File: src/rtl/trap_sequencer.sv
// -----------------------------------------------------------------------------
// trap_sequencer
//
// Sequences trap entry, MRET return and interrupt acceptance between the core
// pipeline and csr_unit. Each IDLE cycle it arbitrates among a synchronous
// exception, an MRET request and a pending interrupt (in that priority order),
// strobes trap_entry/trap_return into csr_unit for one cycle together with the
// registered trap_pc/trap_cause/trap_val, then redirects fetch to the captured
// handler vector or return address through a valid/ready handshake.
//
// Optional feature macro: TRAP_SEQ_IRQ_HOLDOFF_EN
//   Defined   : a 4-bit holdoff counter, loaded with IRQ_HOLDOFF on MRET and
//               decremented by boundary_valid pulses, blocks interrupts until it
//               reaches zero (guarantees forward progress after MRET).
//   Undefined : no counter; an interrupt may be taken on any IDLE boundary.
//               IRQ_HOLDOFF is then ignored.
//
// Parameters
//   IRQ_HOLDOFF    boundary pulses required after MRET before an interrupt (1-15)
//
// Ports
//   clk, rst_n            clock, asynchronous active-low reset
//   exc_req/cause/pc/val  synchronous exception request and its info
//   mret_req              MRET executing
//   irq_pending/cause     MIE-qualified interrupt request and cause
//   boundary_valid/pc     instruction boundary and next PC at that boundary
//   trap_vector           handler address from csr_unit (combinational on cause)
//   epc_in                saved mepc from csr_unit
//   trap_entry/return     one-cycle strobes to csr_unit
//   trap_pc/cause/val     registered trap info to csr_unit
//   flush                 one-cycle pipeline flush
//   redirect_valid/pc     redirect request to fetch (pc word aligned)
//   redirect_ready        fetch accepts the redirect
//   busy                  high whenever the sequencer is not IDLE
// -----------------------------------------------------------------------------
module trap_sequencer #(
    parameter int IRQ_HOLDOFF = 1
) (
    input  logic        clk,
    input  logic        rst_n,
    input  logic        exc_req,
    input  logic [31:0] exc_cause,
    input  logic [31:0] exc_pc,
    input  logic [31:0] exc_val,
    input  logic        mret_req,
    input  logic        irq_pending,
    input  logic [31:0] irq_cause,
    input  logic        boundary_valid,
    input  logic [31:0] boundary_pc,
    input  logic [31:0] trap_vector,
    input  logic [31:0] epc_in,
    output logic        trap_entry,
    output logic        trap_return,
    output logic [31:0] trap_pc,
    output logic [31:0] trap_cause,
    output logic [31:0] trap_val,
    output logic        flush,
    output logic        redirect_valid,
    output logic [31:0] redirect_pc,
    input  logic        redirect_ready,
    output logic        busy
);

    typedef enum logic [1:0] {
        IDLE,
        ENTER,
        RETURN,
        REDIRECT
    } state_t;

    state_t state;
    state_t next_state;

    logic irq_allowed;
    logic take_exc;
    logic take_irq;

    // The two low bits of the redirect sources are dropped by word alignment.
    logic unused_low_bits;
    assign unused_low_bits = ^{trap_vector[1:0], epc_in[1:0]};

`ifdef TRAP_SEQ_IRQ_HOLDOFF_EN
    // Holdoff counter: loading on RETURN takes precedence over a boundary pulse
    // in that same cycle, so the full IRQ_HOLDOFF count is always served.
    logic [3:0] holdoff;

    always_ff @(posedge clk or negedge rst_n) begin
        if (!rst_n) begin
            holdoff <= 4'd0;
        end else if (state == RETURN) begin
            holdoff <= 4'(IRQ_HOLDOFF);
        end else if (boundary_valid && (holdoff != 4'd0)) begin
            holdoff <= holdoff - 4'd1;
        end
    end

    assign irq_allowed = (holdoff == 4'd0);
`else
    logic unused_holdoff_param;
    assign unused_holdoff_param = (IRQ_HOLDOFF != 0);
    assign irq_allowed          = 1'b1;
`endif

    // State register.
    always_ff @(posedge clk or negedge rst_n) begin
        if (!rst_n) begin
            state <= IDLE;
        end else begin
            state <= next_state;
        end
    end

    // Next-state logic and request arbitration. Requests are only looked at
    // in IDLE; in every other state the core is expected to stall on busy.
    always_comb begin
        next_state = state;
        take_exc   = 1'b0;
        take_irq   = 1'b0;
        case (state)
            IDLE: begin
                if (exc_req) begin
                    take_exc   = 1'b1;
                    next_state = ENTER;
                end else if (mret_req) begin
                    next_state = RETURN;
                end else if (irq_pending && boundary_valid && irq_allowed) begin
                    take_irq   = 1'b1;
                    next_state = ENTER;
                end
            end
            ENTER:    next_state = REDIRECT;
            RETURN:   next_state = REDIRECT;
            REDIRECT: begin
                if (redirect_ready) begin
                    next_state = IDLE;
                end
            end
            default:  next_state = IDLE;
        endcase
    end

    // Trap info is captured when an exception or interrupt is accepted and
    // otherwise held, so csr_unit sees it from the ENTER cycle onward.
    always_ff @(posedge clk or negedge rst_n) begin
        if (!rst_n) begin
            trap_pc    <= 32'd0;
            trap_cause <= 32'd0;
            trap_val   <= 32'd0;
        end else if (take_exc) begin
            trap_pc    <= exc_pc;
            trap_cause <= exc_cause;
            trap_val   <= exc_val;
        end else if (take_irq) begin
            trap_pc    <= boundary_pc;
            trap_cause <= irq_cause;
            trap_val   <= 32'd0;
        end
    end

    // The redirect target is captured during ENTER/RETURN because trap_vector
    // depends on the trap_cause register, which is only settled in ENTER.
    always_ff @(posedge clk or negedge rst_n) begin
        if (!rst_n) begin
            redirect_pc <= 32'd0;
        end else if (state == ENTER) begin
            redirect_pc <= {trap_vector[31:2], 2'b00};
        end else if (state == RETURN) begin
            redirect_pc <= {epc_in[31:2], 2'b00};
        end
    end

    // Strobes decode directly from the state register, so each lasts exactly
    // one cycle and all of them drop the moment reset is asserted.
    assign trap_entry     = (state == ENTER);
    assign trap_return    = (state == RETURN);
    assign flush          = (state == ENTER) || (state == RETURN);
    assign redirect_valid = (state == REDIRECT);
    assign busy           = (state != IDLE);

endmodule

File: config.mk
export PLATFORM = sky130hd
export DESIGN_NAME = trap_sequencer
export DESIGN_NICKNAME = d
export VERILOG_FILES = /design/src/rtl/trap_sequencer.sv
export SDC_FILE = /design/constraint.sdc
export NUM_CORES = 1
export LEC_CHECK = 0
export CAP_MARGIN = 10
export CORE_AREA = 2 2 141 143
export CTS_CLUSTER_DIAMETER = 80
export CTS_CLUSTER_SIZE = 30
export DETAILED_ROUTE_END_ITERATION = 12
export DIE_AREA = 0 0 143 145
export PLACE_DENSITY = 0.67
export SYNTH_ARGS = -nofsm -noshare
export SYNTH_HDL_FRONTEND = slang
export SYNTH_SLANG_ARGS = --single-unit
File: constraint.sdc
create_clock -name clk -period 2.2 [get_ports clk]
set_clock_uncertainty 0.05 [all_clocks]
set_input_delay 0.55 -clock clk [delete_from_list [all_inputs] [get_ports clk]]
set_output_delay 0.55 -clock clk [all_outputs]
set_load 0.01 [all_outputs]
==> impl_metrics.yaml <==
cts:
  h-tree-depth: 4
  clkSinkCount: 128
  clock_latency_ps: 410
  clk_pin_slew_ps: 60
  clockRootBuffer: "clkbuf_16"
  cts_made_buffers: 17
  hold_buffers: 0
  clock_path_buffers: 2
  cts_tree: "yes"
yosys:
  syn_area_per_cell_um2: 13.41
  muxShareOfSynthArea_pct: 30.16
  synthCells: 438
  yosys_warnings: 0
  synth_fa_ha_area_share_pct: 0.8520
  synth-xor-area-share_pct: 0
  syn_area_um2: 5874
  synth.ff_latch_count: 128
  synth.distinct_cells: 26
  synth_top_family_by_area: "multiplexers"
  ys_seq_area_share_pct: 54.53
  synthSimpleGateAreaFrac_pct: 3.237
  synth_compound_area_share_pct: 7.902
cells_and_area:
  postLayoutCellArea_um2: 10460
  fillers: 1590
  nets: 1036
  final_common_cell: "clkdlybuf4s50_1"
  layout-drive-gt1-share_pct: 23.10
  final_cell_mix: "351 x clkdlybuf4s50_1, 128 x dfrtp_1, 120 x mux2_2"
  postLayoutCoreUtil_pct: 54.45
  areaGrowthSynthToFinish_pct: 78.04
  final_cell_count_no_fill: 1079
  antenna_cells: 0
power:
  combPwrFrac_pct: 50.3
  p_seq_share_pct: 29.8
  max-vdd-ir-drop_mv: 0.7144
  swShare_pct: 33.14
  p_int_uw: 9372
  clockPowerShare_pct: 19.8
  power_uw: 14020
  p_per_area_nw_per_um2: 1340
  p_sw_uw: 4646
  p_leak_uw: 0.004382
timing:
  slew_violations: 0
  worst_pin_slew_ps: 575.2
  fmax_mhz: 475.4
  hold_violations: 0
  period_share_pct: 95.62
  setup_viol: 0
  rsz0062_at_grt: "no"
  slew_headroom_pct: 61.65
  finalSetupTns_ps: 0
  final.min_clock_period_ps: 2104
route:
  vias_per_cell: 4.485
  drt-total-wl_mm: 17.98
  firstDrtPassIters: 4
  drcViolationCount: 0
  ant_nets: 0
  wl_per_cell_um: 16.67
  drt_iter0_drc: 135
  vias: 4839
setup_path:
  critical_path_arrival_ps: 1500
  cpMaxStageDelayCell: "dfrtp_1"
  crit_type: "flip-flop to output port"
  path_max_fanout: 3
  required_ps: 1600
  cp-start-kind: "flip-flop"
  cp_slowest_stage_delay_ps: 400
  rrSetupSlack_ps: 210
  end_kind: "output port"
  path_cells: "buf_4 > ha_1 > dlygate4sd2_1"
status:
  status: "finished, final reports clean"
global_routing:
  grt_antenna_before_repair: 0
  grt_pass1_vias: 5233
  grt_max_degree: 62
  grt_pass1_wl_mm: 27.55
  grt-ovfl-total: 0
  grt_use_total_pct: 17.01
floorplan:
  rows: 51
  initial_utilization_pct: 30.58
  dieArea_um2: 20740
  fp.dieW_um: 143
  io_pins: 364
  fp.dieH_um: 145
  coreArea_um2: 19210
place:
  dp_hpwl_mm: 13.81
  io_buffer_count: 357
  gp_congestion: 0.7766
  placed_cell_area_um2: 9852
  place_inst: 1045
run:
  max_cap_viol_count: 0
worst_hold_path:
  hold_class: "primary input to async pin"
## synth_stat cells (all sizes together)
| master | count | area share [%] |
|---|---|---|
| dfrtp | 128 | 55 |
| mux2 | 128 | 25 |
| a22o | 32 | 4.8 |
| nor2 | 32 | 2.0 |
| a21oi | 30 | 2.6 |
| mux2i | 30 | 5.1 |
| buf | 20 | 2.1 |
| clkbuf | 15 | 0.96 |
| ha | 4 | 0.85 |
| inv | 3 | 0.19 |
| and2 | 2 | 0.21 |
| nand2 | 2 | 0.13 |
| nand3b | 2 | 0.26 |
| nor2b | 2 | 0.21 |
| a221oi | 1 | 0.15 |
| a311oi | 1 | 0.15 |
| conb | 1 | 0.064 |
| nand4b | 1 | 0.15 |
| nor3 | 1 | 0.085 |
| o31a | 1 | 0.15 |
| o31ai | 1 | 0.13 |
| or3b | 1 | 0.15 |
## layer usage
metal | up-vias | part of all wire [%] | wire length [µm] | global-route usage, %
li1 | 2303 | - | - | -
met1 | 2275 | 39 | 6972 | 18.63
met2 | 238 | 51 | 9139 | 30.67
met3 | 23 | 8.7 | 1560 | 5.017
met4 | 0 | 1.7 | 310 | 6.337
met5 | - | 0 | 0 | 0
## power by group through the flow
stage / registers [µW] / clock network (µW) / logic [µW]
floorplan: 4690 / 0 / 2920
global placement: 4180 / 0 / 6980
detailed placement: 4210 / 0 / 7140
CTS: 4200 / 2870 / 7140
global route: 4350 / 2970 / 7560
finish: 4180 / 2780 / 7050
## metrics by stage
step                      hold slack, ps  setup slack [ps]
after detailed placement           434.0            -100.5
after CTS                          43.98             37.12
after floorplan                    204.4             262.3
after global placement             435.7            -56.97
final                              46.47             96.46
after global routing               71.72             31.60
## cells by family (layout without fill, tap and decap cells)
| group | Yosys count | after routing |
|---|---|---|
| multiplexers | 158 | 158 |
| flip-flops | 128 | 128 |
| AO/OA/AOI/OAI | 66 | 66 |
| AND/OR/NAND/NOR | 43 | 43 |
| buffers and inverters | 38 | 413 |
| adder cells (fa/ha/maj) | 4 | 4 |
| other | 1 | 2 |
## worst paths after layout
path | startpoint | end | cells after the start
worst max register to register | state[1] | trap_cause[12] | 7
max in group asynchronous | rst_n | trap_val[27] | 2
worst min-delay path | rst_n | trap_pc[21] | 1
worst max-delay path | state[0] | redirect_valid | 3
min in group clk | trap_val[27] | trap_val[27] | 1
worst min register to register | trap_val[27] | trap_val[27] | 1
## critical path: cells and delay by family (launching register included)
kind	cells	cell delay [ps]
buf+inv	2	470
flops	1	400
fa+ha+maj	1	230
## state kept, by name, indices dropped and copies added, names as in the netlist
name	flops
trap_cause	32
trap_pc	32
trap_val	32
redirect_pc	30
state	2
## layout make-up
type / count / area [µm²] / area share [%]
clock buffers: 17 / 425.4 / 4.067
repair buffers: 378 / 3822 / 36.55
clock inverters: 15 / 162.7 / 1.555
flip-flops and latches: 128 / 3203 / 30.63
well taps: 265 / 331.6 / 3.170
inverters: 3 / 11.26 / 0.1077
multi-input cells: 273 / 2502 / 23.93
## timing repair
item	in CTS	in global routing
endpoints found under the setup margin	5	2
setup buffers	2	0
gates resized for setup	5	1
Power figures use the tool's default switching activity.
